==> src/rtl/cp0_pkg.sv <==
// Shared CP0 register numbers, field offsets and the interrupt priority helper
// used by the interrupt-capable coprocessor-0 block.
package cp0_pkg;

    localparam logic [4:0] REG_STATUS = 5'd12;
    localparam logic [4:0] REG_CAUSE  = 5'd13;
    localparam logic [4:0] REG_EPC    = 5'd14;

    localparam int IE_BIT     = 0;
    localparam int EXL_BIT    = 1;
    localparam int IM_LSB     = 8;
    localparam int IRQ_ID_LSB = 16;
    localparam int EXC_LSB    = 2;

    localparam logic [4:0] EXC_INT = 5'd0;

    // Lowest set bit wins: line 0 has the highest priority.
    function automatic logic [4:0] lowest_index(input logic [7:0] vec);
        logic [4:0] idx;
        idx = 5'd0;
        for (int i = 7; i >= 0; i--) begin
            if (vec[i]) begin
                idx = 5'(i);
            end else begin
                idx = idx;
            end
        end
        return idx;
    endfunction

endpackage

==> src/rtl/cp0_irq_if.sv <==
// CPU-side connection of the coprocessor-0 block: MFC0/MTC0 access, ERET,
// PC redirect outputs and the device interrupt request lines.
interface cp0_irq_if #(
    parameter int NUM_IRQ = 8
);
    logic [31:0]        rd_data;
    logic [29:0]        EPC;
    logic [29:0]        handler_pc;
    logic               TakenInterrupt;
    logic [31:0]        wr_data;
    logic [4:0]         regnum;
    logic [29:0]        next_pc;
    logic               MTC0;
    logic               ERET;
    logic [NUM_IRQ-1:0] irq;

    modport master (
        input  rd_data, EPC, handler_pc, TakenInterrupt,
        output wr_data, regnum, next_pc, MTC0, ERET, irq
    );

    modport slave (
        output rd_data, EPC, handler_pc, TakenInterrupt,
        input  wr_data, regnum, next_pc, MTC0, ERET, irq
    );
endinterface

==> src/rtl/cp0_irq_capture.sv <==
// Per-line interrupt pending capture: level lines follow irq, edge lines latch
// a rising edge until software clears them with a write-1-to-clear to Cause.
module cp0_irq_capture #(
    parameter int         NUM_IRQ   = 8,
    parameter logic [7:0] EDGE_MASK = 8'h00
) (
    input  logic               clk,
    input  logic               reset,
    input  logic [NUM_IRQ-1:0] irq,
    input  logic               clr_en,
    input  logic [NUM_IRQ-1:0] clr_mask,
    output logic [NUM_IRQ-1:0] ip
);

    logic [NUM_IRQ-1:0] ip_r;
    logic [NUM_IRQ-1:0] irq_q_r;
    logic [NUM_IRQ-1:0] ip_nxt_s;

    // Next pending value; a new edge overrides a clear on the same cycle.
    always_comb begin
        ip_nxt_s = {NUM_IRQ{1'b0}};
        for (int i = 0; i < NUM_IRQ; i++) begin
            if (EDGE_MASK[i]) begin
                ip_nxt_s[i] = (irq[i] & ~irq_q_r[i]) |
                              (ip_r[i] & ~(clr_en & clr_mask[i]));
            end else begin
                ip_nxt_s[i] = irq[i];
            end
        end
    end

    // Pending and previous-sample registers.
    always_ff @(posedge clk or posedge reset) begin
        if (reset) begin
            ip_r    <= {NUM_IRQ{1'b0}};
            irq_q_r <= {NUM_IRQ{1'b0}};
        end else begin
            ip_r    <= ip_nxt_s;
            irq_q_r <= irq;
        end
    end

    assign ip = ip_r;

endmodule

==> src/rtl/cp0_irq.sv <==
// Coprocessor 0 with NUM_IRQ prioritised, maskable interrupt lines: holds
// Status, Cause and EPC, and requests the PC redirect to the handler.
module cp0_irq
    import cp0_pkg::*;
#(
    parameter int          NUM_IRQ    = 8,
    parameter logic [7:0]  EDGE_MASK  = 8'h00,
    parameter logic [29:0] HANDLER_PC = 30'h20000060
) (
    input  logic      clk,
    input  logic      reset,
    cp0_irq_if.slave  bus
);

    logic               ie_r;
    logic               exl_r;
    logic [NUM_IRQ-1:0] im_r;
    logic [29:0]        epc_r;
    logic [4:0]         irq_id_r;

    logic [NUM_IRQ-1:0] ip_s;
    logic [NUM_IRQ-1:0] pend_s;
    logic [4:0]         pend_id_s;
    logic               taken_s;
    logic               wr_status_s;
    logic               wr_cause_s;
    logic               wr_epc_s;
    logic [31:0]        rd_s;

    assign wr_status_s = bus.MTC0 & (bus.regnum == REG_STATUS);
    assign wr_cause_s  = bus.MTC0 & (bus.regnum == REG_CAUSE);
    assign wr_epc_s    = bus.MTC0 & (bus.regnum == REG_EPC);

    cp0_irq_capture #(
        .NUM_IRQ   (NUM_IRQ),
        .EDGE_MASK (EDGE_MASK)
    ) u_capture (
        .clk      (clk),
        .reset    (reset),
        .irq      (bus.irq),
        .clr_en   (wr_cause_s),
        .clr_mask (bus.wr_data[IM_LSB +: NUM_IRQ]),
        .ip       (ip_s)
    );

    assign pend_s    = ip_s & im_r;
    assign pend_id_s = lowest_index(8'(pend_s));
    assign taken_s   = ie_r & ~exl_r & (|pend_s);

    // Status, EPC and IRQ_ID; later assignments win, so a taken interrupt
    // overrides an MTC0 on the overlapping EXL and EPC fields.
    always_ff @(posedge clk or posedge reset) begin
        if (reset) begin
            ie_r     <= 1'b0;
            exl_r    <= 1'b0;
            im_r     <= {NUM_IRQ{1'b0}};
            epc_r    <= 30'h0;
            irq_id_r <= 5'd0;
        end else begin
            if (bus.ERET) begin
                exl_r <= 1'b0;
            end
            if (wr_status_s) begin
                ie_r  <= bus.wr_data[IE_BIT];
                exl_r <= bus.wr_data[EXL_BIT];
                im_r  <= bus.wr_data[IM_LSB +: NUM_IRQ];
            end
            if (wr_epc_s) begin
                epc_r <= bus.wr_data[31:2];
            end
            if (taken_s) begin
                exl_r    <= 1'b1;
                epc_r    <= bus.next_pc;
                irq_id_r <= pend_id_s;
            end
        end
    end

    // MFC0 read mux, combinational from registered state.
    always_comb begin
        rd_s = 32'h0;
        case (bus.regnum)
            REG_STATUS: begin
                rd_s[IE_BIT]               = ie_r;
                rd_s[EXL_BIT]              = exl_r;
                rd_s[IM_LSB +: NUM_IRQ]    = im_r;
            end
            REG_CAUSE: begin
                rd_s[IM_LSB +: NUM_IRQ]    = ip_s;
                rd_s[IRQ_ID_LSB +: 5]      = irq_id_r;
                rd_s[EXC_LSB +: 5]         = EXC_INT;
            end
            REG_EPC: begin
                rd_s = {epc_r, 2'b00};
            end
            default: begin
                rd_s = 32'h0;
            end
        endcase
    end

    assign bus.rd_data        = rd_s;
    assign bus.EPC            = epc_r;
    assign bus.handler_pc     = HANDLER_PC;
    assign bus.TakenInterrupt = taken_s;

endmodule

==> src/flat_wrapper.sv <==
// flat-port wrapper written by rule: the top's interface ports become plain ports
module cp0_irq_flat import cp0_pkg::*;
#(
    parameter int          NUM_IRQ    = 8,
    parameter logic [7:0]  EDGE_MASK  = 8'h00,
    parameter logic [29:0] HANDLER_PC = 30'h20000060
)
  (clk, reset, bus_rd_data, bus_EPC, bus_handler_pc, bus_TakenInterrupt, bus_wr_data, bus_regnum, bus_next_pc, bus_MTC0, bus_ERET, bus_irq);
  cp0_irq_if #(.NUM_IRQ(NUM_IRQ)) bus_i ();
  input  logic clk;
  input  logic reset;
  output wire logic [$bits(bus_i.rd_data)-1:0] bus_rd_data;
  output wire logic [$bits(bus_i.EPC)-1:0] bus_EPC;
  output wire logic [$bits(bus_i.handler_pc)-1:0] bus_handler_pc;
  output wire logic [$bits(bus_i.TakenInterrupt)-1:0] bus_TakenInterrupt;
  input wire logic [$bits(bus_i.wr_data)-1:0] bus_wr_data;
  input wire logic [$bits(bus_i.regnum)-1:0] bus_regnum;
  input wire logic [$bits(bus_i.next_pc)-1:0] bus_next_pc;
  input wire logic [$bits(bus_i.MTC0)-1:0] bus_MTC0;
  input wire logic [$bits(bus_i.ERET)-1:0] bus_ERET;
  input wire logic [$bits(bus_i.irq)-1:0] bus_irq;
  assign bus_rd_data = bus_i.rd_data;
  assign bus_EPC = bus_i.EPC;
  assign bus_handler_pc = bus_i.handler_pc;
  assign bus_TakenInterrupt = bus_i.TakenInterrupt;
  assign bus_i.wr_data = bus_wr_data;
  assign bus_i.regnum = bus_regnum;
  assign bus_i.next_pc = bus_next_pc;
  assign bus_i.MTC0 = bus_MTC0;
  assign bus_i.ERET = bus_ERET;
  assign bus_i.irq = bus_irq;
  cp0_irq #(.NUM_IRQ(NUM_IRQ), .EDGE_MASK(EDGE_MASK), .HANDLER_PC(HANDLER_PC)) u_core (.clk(clk), .reset(reset), .bus(bus_i));
endmodule
==> config.mk <==
export PLATFORM = sky130hd
export DESIGN_NAME = cp0_irq_flat
export DESIGN_NICKNAME = d
export VERILOG_FILES = /design/src/rtl/cp0_pkg.sv /design/src/rtl/cp0_irq_if.sv /design/src/rtl/cp0_irq_capture.sv /design/src/rtl/cp0_irq.sv /design/src/flat_wrapper.sv
export SDC_FILE = /design/constraint.sdc
export NUM_CORES = 1
export LEC_CHECK = 0
export BUFFER_PORTS_ARGS = -buffer_cell sky130_fd_sc_hd__buf_2
export CAP_MARGIN = 20
export CORE_MARGIN = 5
export CORE_UTILIZATION = 45
export CTS_BUF_LIST = sky130_fd_sc_hd__clkbuf_2 sky130_fd_sc_hd__clkbuf_4 sky130_fd_sc_hd__clkbuf_8
export DETAILED_ROUTE_END_ITERATION = 8
export GPL_TIMING_DRIVEN = 1
export PLACE_DENSITY = 0.79
export SLEW_MARGIN = 20
export SYNTH_ARGS = -nofsm -noshare
export SYNTH_HDL_FRONTEND = slang
export SYNTH_SLANG_ARGS = --single-unit
==> constraint.sdc <==
create_clock -name clk -period 1.65 [get_ports clk]
set_input_delay 0.33 -clock clk [delete_from_list [all_inputs] [get_ports clk]]
set_output_delay 0.33 -clock clk [all_outputs]
set_load 0.005 [all_outputs]
## Word level (Yosys, flattened, before mapping)

Cells that the tools add are included.

| storage, ports and cells | value |
|---|---|
| output and inout bits | 93 |
| word-level logic and storage cells | 37 |
| input port bits | 79 |
| bits in registers | 53 |

| operators by class | value |
|---|---|
| reduce and logical (&&, ||, !) cells | 3 |
| equal/unequal tests | 3 |
| bitwise gates (word level) | 6 |
| muxes and demuxes | 19 |

Operator list:

| kind | count |
|---|---|
| $mux 30 | 2 |
| $mux 3 | 8 |
| $pmux 8 s3 | 1 |
| $eq 5x4->1 const B | 3 |
| $mux 11 | 1 |
| $pmux 5 s2 | 1 |
| $and 8x8->8 | 1 |
| $reduce_or 8->1 | 1 |
| $mux 5 | 1 |
| $and 1x1->1 | 4 |
| $mux 1 | 4 |
| $reduce_bool 3->1 | 1 |
| $mux 2 | 1 |
| $reduce_bool 2->1 | 1 |
| $not 1->1 | 1 |

## Depth between registers and ports, before layout

Gate-level depths: netlist (run 1).

| logic depth | value |
|---|---|
| depth in word-level cells | 9 |
| mapped depth | 6 |
| mapped depth without buffers | 4 |

## Hierarchy

Synthesis (run 1) repeated with hierarchy kept, for this count alone.

| unflattened totals | value |
|---|---|
| cells, all modules | 287 |
| area total of the unflattened synthesis | 3035.4 um^2 |

By module, submodules not included:

| module | area each (um^2) | instances | cells an instance |
|---|---|---|---|
| cp0_irq | 2831.5 | 1 | 278 |
| cp0_irq_capture | 203.9 | 1 | 9 |

## Worst setup path before layout (run 1)

No wires, ideal clock.

| timing path | value |
|---|---|
| kind | input -> output |
| start point | input bus_regnum[4] |
| end point | output bus_rd_data[19] |
| required time | 1320 ps |
| path slack | 142 ps |
| arrival time | 1178 ps |
| cell stages on the path | 4 |
| cells stage by stage | and4b_1 > and2b_1 > clkbuf_1 > and2_1 |

| between the ends | value |
|---|---|
| word-level cells in the longest chain between the ends | 2 |

RTL lines:

| item | RTL line | source |
|---|---|---|
| start: declaration | flat_wrapper.sv:17 | `input wire logic [$bits(bus_i.regnum)-1:0] bus_regnum;` |
| $eq 5x4->1 (on tied branches) | -- |  |
| $pmux 5 s2 (*) | cp0_irq.sv:82 | `case (bus.regnum)` |
| end: declaration | flat_wrapper.sv:12 | `output wire logic [$bits(bus_i.rd_data)-1:0] bus_rd_data;` |

Every way passes the cells marked *; elsewhere a longest branch is shown, timed or not.

## Worst setup path after layout (run 1)

| timing path | value |
|---|---|
| start point | input bus_regnum[4] |
| end point | output bus_rd_data[12] |

| between the ends | value |
|---|---|
| word-level cells in the longest chain between the ends | 2 |

RTL lines:

| item | RTL line |
|---|---|
| $eq 5x4->1 (on tied branches) | -- |
| $pmux 8 s3 (*) | cp0_irq.sv:82 |

Marked as above.

==> impl_metrics.env, run 1 <==
export IMPL_outcome="finished, violations left"
export IMPL_violations="negative setup slack"
export IMPL_critPathKind="in2out"
export IMPL_final_max_slew_violation_count=0
export IMPL_grt_first_pass_wirelength_um=13300
export IMPL_clock_path_buffers=2
export IMPL_clock_power_share_pct=17.3
export IMPL_skew_ns=0.0215
export IMPL_power_share_combinational_pct=36.0
export IMPL_r2r_start="u_core.u_capture.ip[3]"
export IMPL_finalHoldViolCount=0
export IMPL_path_max_fanout=6
export IMPL_drt_first_pass_iters=4
export IMPL_final_common_cell="buf_2"
export IMPL_io_pins=172
export IMPL_fp_dieW_um=89.7
export IMPL_clkLatencyLatePin_ns=0.31
export IMPL_grt_pass1_vias=2838
export IMPL_period_share_pct=105
export IMPL_crit_top_cell="buf_6"
export IMPL_cp_slowest_cell="and4bb_4"
export IMPL_worstSetupPathDepth=6
export IMPL_port_buffers=141
export IMPL_r2r_slack_ns=0.11
export IMPL_grt_use_total_pct=19.5
export IMPL_cp_arrival_ns=1.40
export IMPL_num_rows=29
export IMPL_final_cell_mix="buf_2, dfrtp_1, nand2_1"
export IMPL_ant_nets=0
export IMPL_wirelength_um=8290
export IMPL_rr_endpoint="u_core.bus.EPC[18]"
export IMPL_drt_iter0_drc=122
export IMPL_cts_tree="built"
export IMPL_synth_top_cell_area_share_pct=44.6
export IMPL_fmax_mhz=579
export IMPL_rsz0062_at_grt="true"
export IMPL_cts_sinks=51
export IMPL_synth_warnings=0
export IMPL_cp_cell_sequence="buf_6, and4bb_4, buf_6, nand2_1, a21oi_1, buf_2"
export IMPL_antenna_cells=0
export IMPL_layout_setup_ws_ns=-0.0772
export IMPL_postSynthCellCount=291
export IMPL_drive_gt1_share_pct=45.1
export IMPL_htree_levels=2
export IMPL_path_buf_inv=3
export IMPL_place_congestion=0.894
export IMPL_cpPeakStageDelay_ns=0.40
export IMPL_yosysSeqAreaShare_pct=44.6
export IMPL_r2r_cells=6
export IMPL_antenna_found_initial=0
export IMPL_end_kind="primary output"
export IMPL_cts_made_buffers=5
export IMPL_p_switching_uw=1610
export IMPL_clockRootBuffer="clkbuf_8"
export IMPL_post_drt_wl_per_cell_um=15.7
export IMPL_setup_tns_ns=-1.01
export IMPL_ys_types=31
export IMPL_dieArea_um2=8050
export IMPL_powerDensity_nw_per_um2=1120
export IMPL_power_uw=4440
export IMPL_crit_required_ns=1.32
export IMPL_clkTransAtPathRegs_ns=0.10
export IMPL_die_height_um=89.7
export IMPL_synth_area_leaders="dfrtp_1, mux2i_1, buf_4"
export IMPL_nNetsFinal=528
export IMPL_p_sw_share_pct=36.2
export IMPL_fin_crit_ns=1.73
export IMPL_seq_power_share_pct=46.7
export IMPL_startpoint="bus_regnum[4]"
export IMPL_start_kind="input port"
export IMPL_drc=0
export IMPL_start_util_pct=45.5
export IMPL_p_leak_uw=0.00197
export IMPL_grt_max_degree=30
export IMPL_syn_area_um2=2860
export IMPL_synth_ff_latch_count=51
export IMPL_syn2layout_area_growth_pct=39.0
export IMPL_synth_area_leader_cell="dfrtp_1"
export IMPL_maxCapViolCount=0
export IMPL_critPathTopFamily="simple AND/OR/NAND/NOR gates"
export IMPL_vias=2636
export IMPL_peakVddDrop_v=0.000626
export IMPL_syn_avg_cell_area_um2=9.82
export IMPL_setup_viol=27
export IMPL_p_int_uw=2830
export IMPL_min_path_type="in2async"
export IMPL_holdWs_ns=0.0554
export IMPL_hpwl_um=6040
export IMPL_cts_hold_buffers_added=0
export IMPL_routed_via_density=5.00
export IMPL_crit_end="bus_rd_data[12]"
export IMPL_grt_remaining_overflow=0
export IMPL_core_um2=6280
[worst min-delay path: cells and delay by family]
family | cells | cell delay, ns
buf+inv | 3 | 0.42
[registers in the layout (all words and copies together), names as in the netlist]
signal               cells
u_core.bus.EPC          30
u_core.exl_r             1
u_core.ie_r              1
u_core.im_r              8
u_core.irq_id_r          3
u_core.u_capture.ip      8
[per-layer routing]
metal  GRT usage (%)  share of wire, %  vias up
met5               0                 0        -
met1            22.9                38     1218
met3            4.84               8.6       20
met2            34.3                51      136
met4            6.80               2.6        0
li1                -                 -     1262
[stage by stage]
| stage | setup slack, ns | utilization, % | std cells | area (µm²) |
|---|---|---|---|---|
| 6_report | -0.0772 | 63.3 | 527 | 3980 |
| 5_1_grt | -0.103 | 63.3 | 527 | 3980 |
| 4_1_cts | -0.0428 | 61.4 | 523 | 3850 |
| 3_5_place_dp | -0.0895 | 57.8 | 508 | 3630 |
| 3_3_place_gp | -0.0211 | 57.8 | 508 | 3630 |
| 2_1_floorplan | 0.0905 | - | 319 | 2960 |
[power by group through the flow]
stage	clock (µW)	combinational [µW]	sequential [µW]
floorplan	0	778	2030
global placement	0	1450	2030
detailed placement	0	1510	2060
CTS	783	1580	2060
global route	835	1810	2140
finish	770	1600	2070
[worst min-delay path by stage]
| stage | start | to | slack [ns] | cells past startpoint |
|---|---|---|---|---|
| after floorplan | bus_irq[0] | u_core.u_capture.ip[0] | 0.36 | 0 |
| after global placement | reset | u_core.bus.EPC[28] | 0.39 | 3 |
| after detailed placement | reset | u_core.bus.EPC[28] | 0.40 | 3 |
| after CTS | reset | u_core.bus.EPC[28] | 0.06 | 3 |
| after global routing | reset | u_core.bus.EPC[28] | 0.08 | 3 |
| final | reset | u_core.bus.EPC[28] | 0.06 | 3 |
[cell type report]
class | instances | area [µm²]
fill | 521 | 2300
inverter | 5 | 18.8
sequential | 51 | 1280
timing repair buffer | 171 | 1070
multi-input combinational | 215 | 1420
clock inverter | 3 | 25.0
tap | 77 | 96.3
clock buffer | 5 | 68.8
[synthesized netlist by cell type (all sizes together)]
cell,count
and4b,1
and4bb,1
a21oi,12
and2b,1
clkbuf,5
nand3b,1
conb,2
nor3b,2
buf,43
and3b,1
a31oi,1
a221oi,8
a311o,1
a41oi,1
a22oi,5
inv,5
nand2b,1
nand3,4
mux2i,30
and2,19
mux2,9
dfrtp,51
nor2,6
nand2,44
o21ai,34
a32oi,1
a32o,2
[timing repair]
action | in CTS | in global routing
gates resized for setup | 17 | 20
pin swaps | 9 | 13
cloned | 0 | 1
endpoints found under the setup margin | 40 | 43
buffers inserted | 7 | 3
[cell families after synthesis]
logic type,after synthesis,synth area share [%]
AND/OR/NAND/NOR,81,13.8
AO/OA/AOI/OAI,65,14.1
buffers and inverters,53,13.1
flip-flops,51,44.6
multiplexers,39,14.0
other,2,0.263
Power figures use the tool's default switching activity.
==> inputs of run 2 (changes only) <==
--- a/config.mk
+++ b/config.mk
@@ -5,14 +5,15 @@
 export SDC_FILE = /design/constraint.sdc
 export NUM_CORES = 1
 export LEC_CHECK = 0
+export ABC_AREA = 1
 export BUFFER_PORTS_ARGS = -buffer_cell sky130_fd_sc_hd__buf_2
 export CAP_MARGIN = 20
 export CORE_MARGIN = 5
-export CORE_UTILIZATION = 45
+export CORE_UTILIZATION = 50
 export CTS_BUF_LIST = sky130_fd_sc_hd__clkbuf_2 sky130_fd_sc_hd__clkbuf_4 sky130_fd_sc_hd__clkbuf_8
 export DETAILED_ROUTE_END_ITERATION = 8
 export GPL_TIMING_DRIVEN = 1
-export PLACE_DENSITY = 0.79
+export PLACE_DENSITY = 0.84
 export SLEW_MARGIN = 20
 export SYNTH_ARGS = -nofsm -noshare
 export SYNTH_HDL_FRONTEND = slang
==> constraint.sdc (replaced) <==
create_clock -name clk -period 2.25 [get_ports clk]
set_input_delay 0.45 -clock clk [delete_from_list [all_inputs] [get_ports clk]]
set_output_delay 0.45 -clock clk [all_outputs]
set_load 0.005 [all_outputs]
==> impl_metrics.env, run 2 <==
export IMPL_outcome="finished, final reports clean"
export IMPL_fin_crit_ns=1.99
export IMPL_grt_pass1_vias=2794
export IMPL_fp_dieW_um=89.4
export IMPL_final_cell_mix="nand2_1, buf_2, inv_1"
export IMPL_antenna_cells=0
export IMPL_fmax_mhz=502
export IMPL_cp_arrival_ns=1.54
export IMPL_clockRootBuffer="clkbuf_8"
export IMPL_synth_area_leaders="dfrtp_1, nand2_1, inv_1"
export IMPL_place_congestion=0.841
export IMPL_period_share_pct=88.5
export IMPL_vias=3118
export IMPL_wirelength_um=8080
export IMPL_top_layer="met4"
export IMPL_synth_top_cell_area_share_pct=40.5
export IMPL_cts_made_buffers=5
export IMPL_final_max_slew_violation_count=0
export IMPL_cts_resized=0
export IMPL_die_height_um=89.4
export IMPL_hpwl_um=6210
export IMPL_syn_area_um2=3150
export IMPL_drive_gt1_share_pct=29.0
export IMPL_ant_nets=0
export IMPL_start_kind="register"
export IMPL_path_max_fanout=17
export IMPL_nNetsFinal=678
export IMPL_port_buffers=141
export IMPL_slew_headroom_pct=57.7
export IMPL_worstMarginPinSlew_ns=0.634
export IMPL_synth_ff_type="dfrtp_1"
export IMPL_post_cts_setup_buffers=0
export IMPL_min_path_type="in2reg"
export IMPL_drt_iter0_drc=152
export IMPL_grt_use_total_pct=19.4
export IMPL_powerDensity_nw_per_um2=929
export IMPL_stdcell_area_um2=3890
export IMPL_dieArea_um2=7990
export IMPL_syn_avg_cell_area_um2=6.78
export IMPL_wl_met2_um=3890
export IMPL_p_leak_uw=0.00253
export IMPL_htree_levels=2
export IMPL_synth_ff_latch_count=51
export IMPL_final_common_cell="nand2_1"
export IMPL_cts_hold_buffers_added=0
export IMPL_num_rows=29
export IMPL_routed_via_density=4.61
export IMPL_synth_warnings=0
export IMPL_ys_types=26
export IMPL_r2r_cells=9
export IMPL_io_pins=172
export IMPL_skew_ns=0.0124
export IMPL_post_drt_wl_per_cell_um=11.9
export IMPL_worstHoldPathCells=1
export IMPL_cts_tree="built"
export IMPL_async_reset_ff_share_pct=100
export IMPL_cp_cell_sequence="nand2_1, nand2_2, nor2_2, nand2_1, nand2_2, inv_2, buf_2"
export IMPL_path_buf_inv=2
export IMPL_critPathKind="reg2out"
export IMPL_synth_area_leader_cell="dfrtp_1"
export IMPL_yosysSeqAreaShare_pct=40.5
export IMPL_largest_reg_flops=30
export IMPL_wl_met1_um=3240
export IMPL_core_um2=6240
export IMPL_clkLatencyLatePin_ns=0.30
export IMPL_worstSetupPathDepth=7
export IMPL_rsz0062_at_grt="false"
export IMPL_synth_common_cells="nand2_1, inv_1, dfrtp_1"
export IMPL_synth_edf_count=0
export IMPL_clock_path_buffers=2
export IMPL_wl_met3_um=881
export IMPL_yosysMostFrequentCell="nand2_1"
export IMPL_peakVddDrop_v=0.000501
export IMPL_maxCapViolCount=0
export IMPL_setup_viol=0
export IMPL_antenna_found_initial=0
export IMPL_clkTransAtPathRegs_ns=0.10
export IMPL_cts_sinks=51
export IMPL_drt_first_pass_iters=4
export IMPL_crit_required_ns=1.80
export IMPL_cp_slowest_cell="dfrtp_1"
export IMPL_grt_remaining_overflow=0
export IMPL_postSynthCellCount=465
export IMPL_syn2layout_area_growth_pct=23.5
export IMPL_setup_tns_ns=0
export IMPL_finalHoldViolCount=0
export IMPL_placed_cell_area_um2=3780
export IMPL_drc=0
export IMPL_grt_first_pass_wirelength_um=12300
export IMPL_end_kind="primary output"
export IMPL_cpPeakStageDelay_ns=0.41
export IMPL_start_util_pct=50.5
export IMPL_grt_max_degree=52
export IMPL_critPathTopFamily="simple AND/OR/NAND/NOR gates"
[run 2: cell count changes in the layout (fill, tap and decap cells not counted), moves of 8 or more]
cell      change
nand2_1     +122
inv_1        +75
nand3_1      +36
o21ai_1      -32
mux2i_1      -30
o21ai_0      +24
nor2_1       +21
and2_1       -18
buf_4        -14
a21oi_1       -9
buf_6         -9
mux2_1        -9
a221oi_2      -8
[run 2: worst paths after layout]
check / startpoint / endpoint / slack, ns
min in group asynchronous: reset / u_core.bus.EPC[7] / 0.30
min reg2reg: u_core.irq_id_r[1] / u_core.irq_id_r[1] / 0.51
max: u_core.u_capture.ip[2] / bus_TakenInterrupt / 0.26
max reg2reg: u_core.u_capture.ip[2] / u_core.bus.EPC[21] / 0.58
min: bus_irq[2] / u_core.u_capture.ip[2] / 0.25
max in group asynchronous: reset / u_core.bus.EPC[22] / 1.51
[run 2: routing by layer]
| metal | global-route usage, % | up-vias |
|---|---|---|
| li1 | - | 1578 |
| met1 | 24.6 | 1396 |
| met2 | 33.6 | 140 |
| met3 | 3.59 | 4 |
| met4 | 5.68 | 0 |
| met5 | 0 | - |
[run 2: kinds of logic after synthesis]
family                 count (synthesis)  share of synthesized area, %
and+or+nand+nor                      251                          33.2
buffers and inverters                132                          21.1
DFF                                   51                          40.5
AOI/OAI and AO/OA                     29                          4.96
other                                  2                         0.238
[run 2: cell type report]
cell class	count	area, µm²
Timing Repair Buffer	147	776
Sequential cell	51	1280
Inverter	84	315
Fill cell	577	2350
Clock inverter	3	43.8
Multi-Input combinational cell	310	1320
Tap cell	77	96.3
Clock buffer	5	68.8
[run 2: power breakdown]
part | internal (µW) | leakage, µW | switching, µW | total, µW
Combinational | 640 | 0.00187 | 795 | 1430
Clock | 332 | 0.0000581 | 300 | 632
Sequential | 1270 | 0.000601 | 282 | 1550
Total | 2240 | 0.00253 | 1380 | 3620
[run 2: metrics by stage]
step | power [µW] | setup WS, ns | cells | hold WS, ns | utilization (%)
floorplan | 2510 | 0.570 | 493 | 0.450 | -
global placement | 2970 | 0.418 | 669 | 0.487 | 60.6
detailed placement | 3020 | 0.319 | 669 | 0.487 | 60.6
CTS | 3660 | 0.245 | 677 | 0.243 | 62.4
global route | 3970 | 0.0898 | 677 | 0.223 | 62.4
finish | 3620 | 0.259 | 677 | 0.249 | 62.4
==> inputs of run 3 (changes only) <==
--- a/config.mk
+++ b/config.mk
@@ -9,11 +9,12 @@
 export BUFFER_PORTS_ARGS = -buffer_cell sky130_fd_sc_hd__buf_2
 export CAP_MARGIN = 20
 export CORE_MARGIN = 5
-export CORE_UTILIZATION = 50
+export CORE_UTILIZATION = 47
 export CTS_BUF_LIST = sky130_fd_sc_hd__clkbuf_2 sky130_fd_sc_hd__clkbuf_4 sky130_fd_sc_hd__clkbuf_8
 export DETAILED_ROUTE_END_ITERATION = 8
 export GPL_TIMING_DRIVEN = 1
-export PLACE_DENSITY = 0.84
+export PLACE_DENSITY = 0.8
+export RECOVER_POWER = 100
 export SLEW_MARGIN = 20
 export SYNTH_ARGS = -nofsm -noshare
 export SYNTH_HDL_FRONTEND = slang
==> impl_metrics.env, run 3 (synthesized netlist as in run 2, its figures left out) <==
export IMPL_io_pins=172
export IMPL_antenna_cells=0
export IMPL_met1_usage_pct=24.3
export IMPL_multi_input_area_um2=1300
export IMPL_start_util_pct=49.1
export IMPL_min_delay_start="bus_irq[7]"
export IMPL_r2r_cells=9
export IMPL_clkLatencyLatePin_ns=0.30
export IMPL_fin_crit_ns=2.00
export IMPL_cts_made_buffers=5
export IMPL_cts_tree="built"
export IMPL_grt_busiest_layer="met2"
export IMPL_routed_via_density=4.59
export IMPL_post_drt_wl_per_cell_um=12.5
export IMPL_grtUsageMet2_pct=34.6
export IMPL_fmax_mhz=500
export IMPL_clock_path_buffers=2
export IMPL_placed_cell_area_um2=3780
export IMPL_clkTransAtPathRegs_ns=0.09
export IMPL_final_max_slew_violation_count=0
export IMPL_largest_reg_flops=30
export IMPL_r2r_slack_ns=0.41
export IMPL_outcome="finished, final reports clean"
export IMPL_maxCapViolCount=0
export IMPL_startpoint="bus_regnum[3]"
export IMPL_worstHoldEndpoint="u_core.u_capture.ip[7]"
export IMPL_grt_first_pass_wirelength_um=13800
export IMPL_fillers=635
export IMPL_layout_setup_ws_ns=0.252
export IMPL_slew_headroom_pct=30.9
export IMPL_htree_levels=2
export IMPL_register_area_um2=1280
export IMPL_rr_endpoint="u_core.bus.EPC[23]"
export IMPL_port_buffers=141
export IMPL_stdcell_area_um2=3830
export IMPL_pre_cts_ws_ns=0.344
export IMPL_place_congestion=0.904
export IMPL_antenna_found_initial=0
export IMPL_p_leak_uw=0.00238
export IMPL_dieArea_um2=8450
export IMPL_r2r_start="u_core.im_r[7]"
export IMPL_ant_nets=0
export IMPL_cts_sinks=51
export IMPL_met3_usage_pct=4.01
export IMPL_num_rows=29
export IMPL_grt_pass1_vias=3046
export IMPL_setup_viol=0
export IMPL_drc=0
export IMPL_fp_dieW_um=91.9
export IMPL_path_max_fanout=11
export IMPL_skew_ns=0.00932
export IMPL_hpwl_um=6540
export IMPL_drt_iter0_drc=95
export IMPL_clockRootBuffer="clkbuf_8"
export IMPL_final_cell_mix="nand2_1, buf_2, inv_1"
export IMPL_post_cts_setup_buffers=0
export IMPL_worstHoldPathCells=1
export IMPL_grt_remaining_overflow=0
export IMPL_period_share_pct=88.8
export IMPL_grt_max_degree=39
export IMPL_wirelength_um=8440
export IMPL_drt_first_pass_iters=4
export IMPL_min_path_type="in2reg"
export IMPL_syn2layout_area_growth_pct=21.5
export IMPL_vias=3109
export IMPL_peakVddDrop_v=0.000612
export IMPL_start_kind="input port"
export IMPL_final_common_cell="nand2_1"
export IMPL_worstMarginPinSlew_ns=1.04
export IMPL_core_um2=6420
export IMPL_finalHoldViolCount=0
export IMPL_setup_tns_ns=0
export IMPL_crit_required_ns=1.80
export IMPL_die_height_um=91.9
export IMPL_grt_use_total_pct=19.7
export IMPL_powerDensity_nw_per_um2=962
export IMPL_fin_util_pct=59.7
export IMPL_end_kind="primary output"
export IMPL_rsz0062_at_grt="false"
export IMPL_critPathKind="in2out"
export IMPL_cts_hold_buffers_added=0
export IMPL_nNetsFinal=678
export IMPL_cp_arrival_ns=1.55
export IMPL_drive_gt1_share_pct=21.2
export IMPL_cts_resized=0
[run 3: cell types whose count changed in the layout (fill, tap and decap cells not counted), moves of 2 or more]
cell,previous run,this run
buf_2,141,96
clkbuf_1,0,39
clkbuf_2,0,9
inv_1,79,83
inv_2,4,0
buf_4,4,1
nand2_1,166,168
[run 3: metal layers]
metal | up-vias | wire, µm
met1 | 1388 | 3530
met2 | 129 | 4080
met3 | 12 | 699
li1 | 1580 | -
met5 | - | 0
met4 | 0 | 132
[run 3: worst max-delay path: stages]
cell and delay [ns]:
clkbuf_1 0.09, nand2_1 0.06, nor2_1 0.18, nand2_1 0.10, inv_1 0.32, a22o_1 0.21
clkbuf_1 0.12
[run 3: final cells by class]
class                      instances  area share (%)
timing repair buffer             147            18.4
multi-input combinational        310            34.0
inverter                          84            8.23
clock inverter                     2            1.57
clock buffer                       6            1.99
tap                               77            2.51
sequential                        51            33.3
[run 3: worst max-delay path by stage]
stage	slack [ns]	depth (start not counted)	end
after floorplan	0.57	1	u_core.bus.EPC[0]
after CTS	0.34	8	bus_rd_data[9]
final	0.25	7	bus_rd_data[16]
after global routing	0.12	8	bus_rd_data[18]
after global placement	0.40	7	bus_rd_data[9]
after detailed placement	0.34	8	bus_rd_data[9]
[run 3: power breakdown]
part           total (µW)  switching (µW)  internal (µW)
Clock                 749             293            456
Combinational        1380             803            579
Sequential           1560             288           1270
Total                3690            1380           2300
[run 3: through the flow]
step	power, µW	hold slack (ns)	cells
finish	3690	0.246	677
global route	4020	0.229	677
CTS	3800	0.234	677
detailed placement	3040	0.490	669
global placement	2960	0.487	669
floorplan	2510	0.450	493
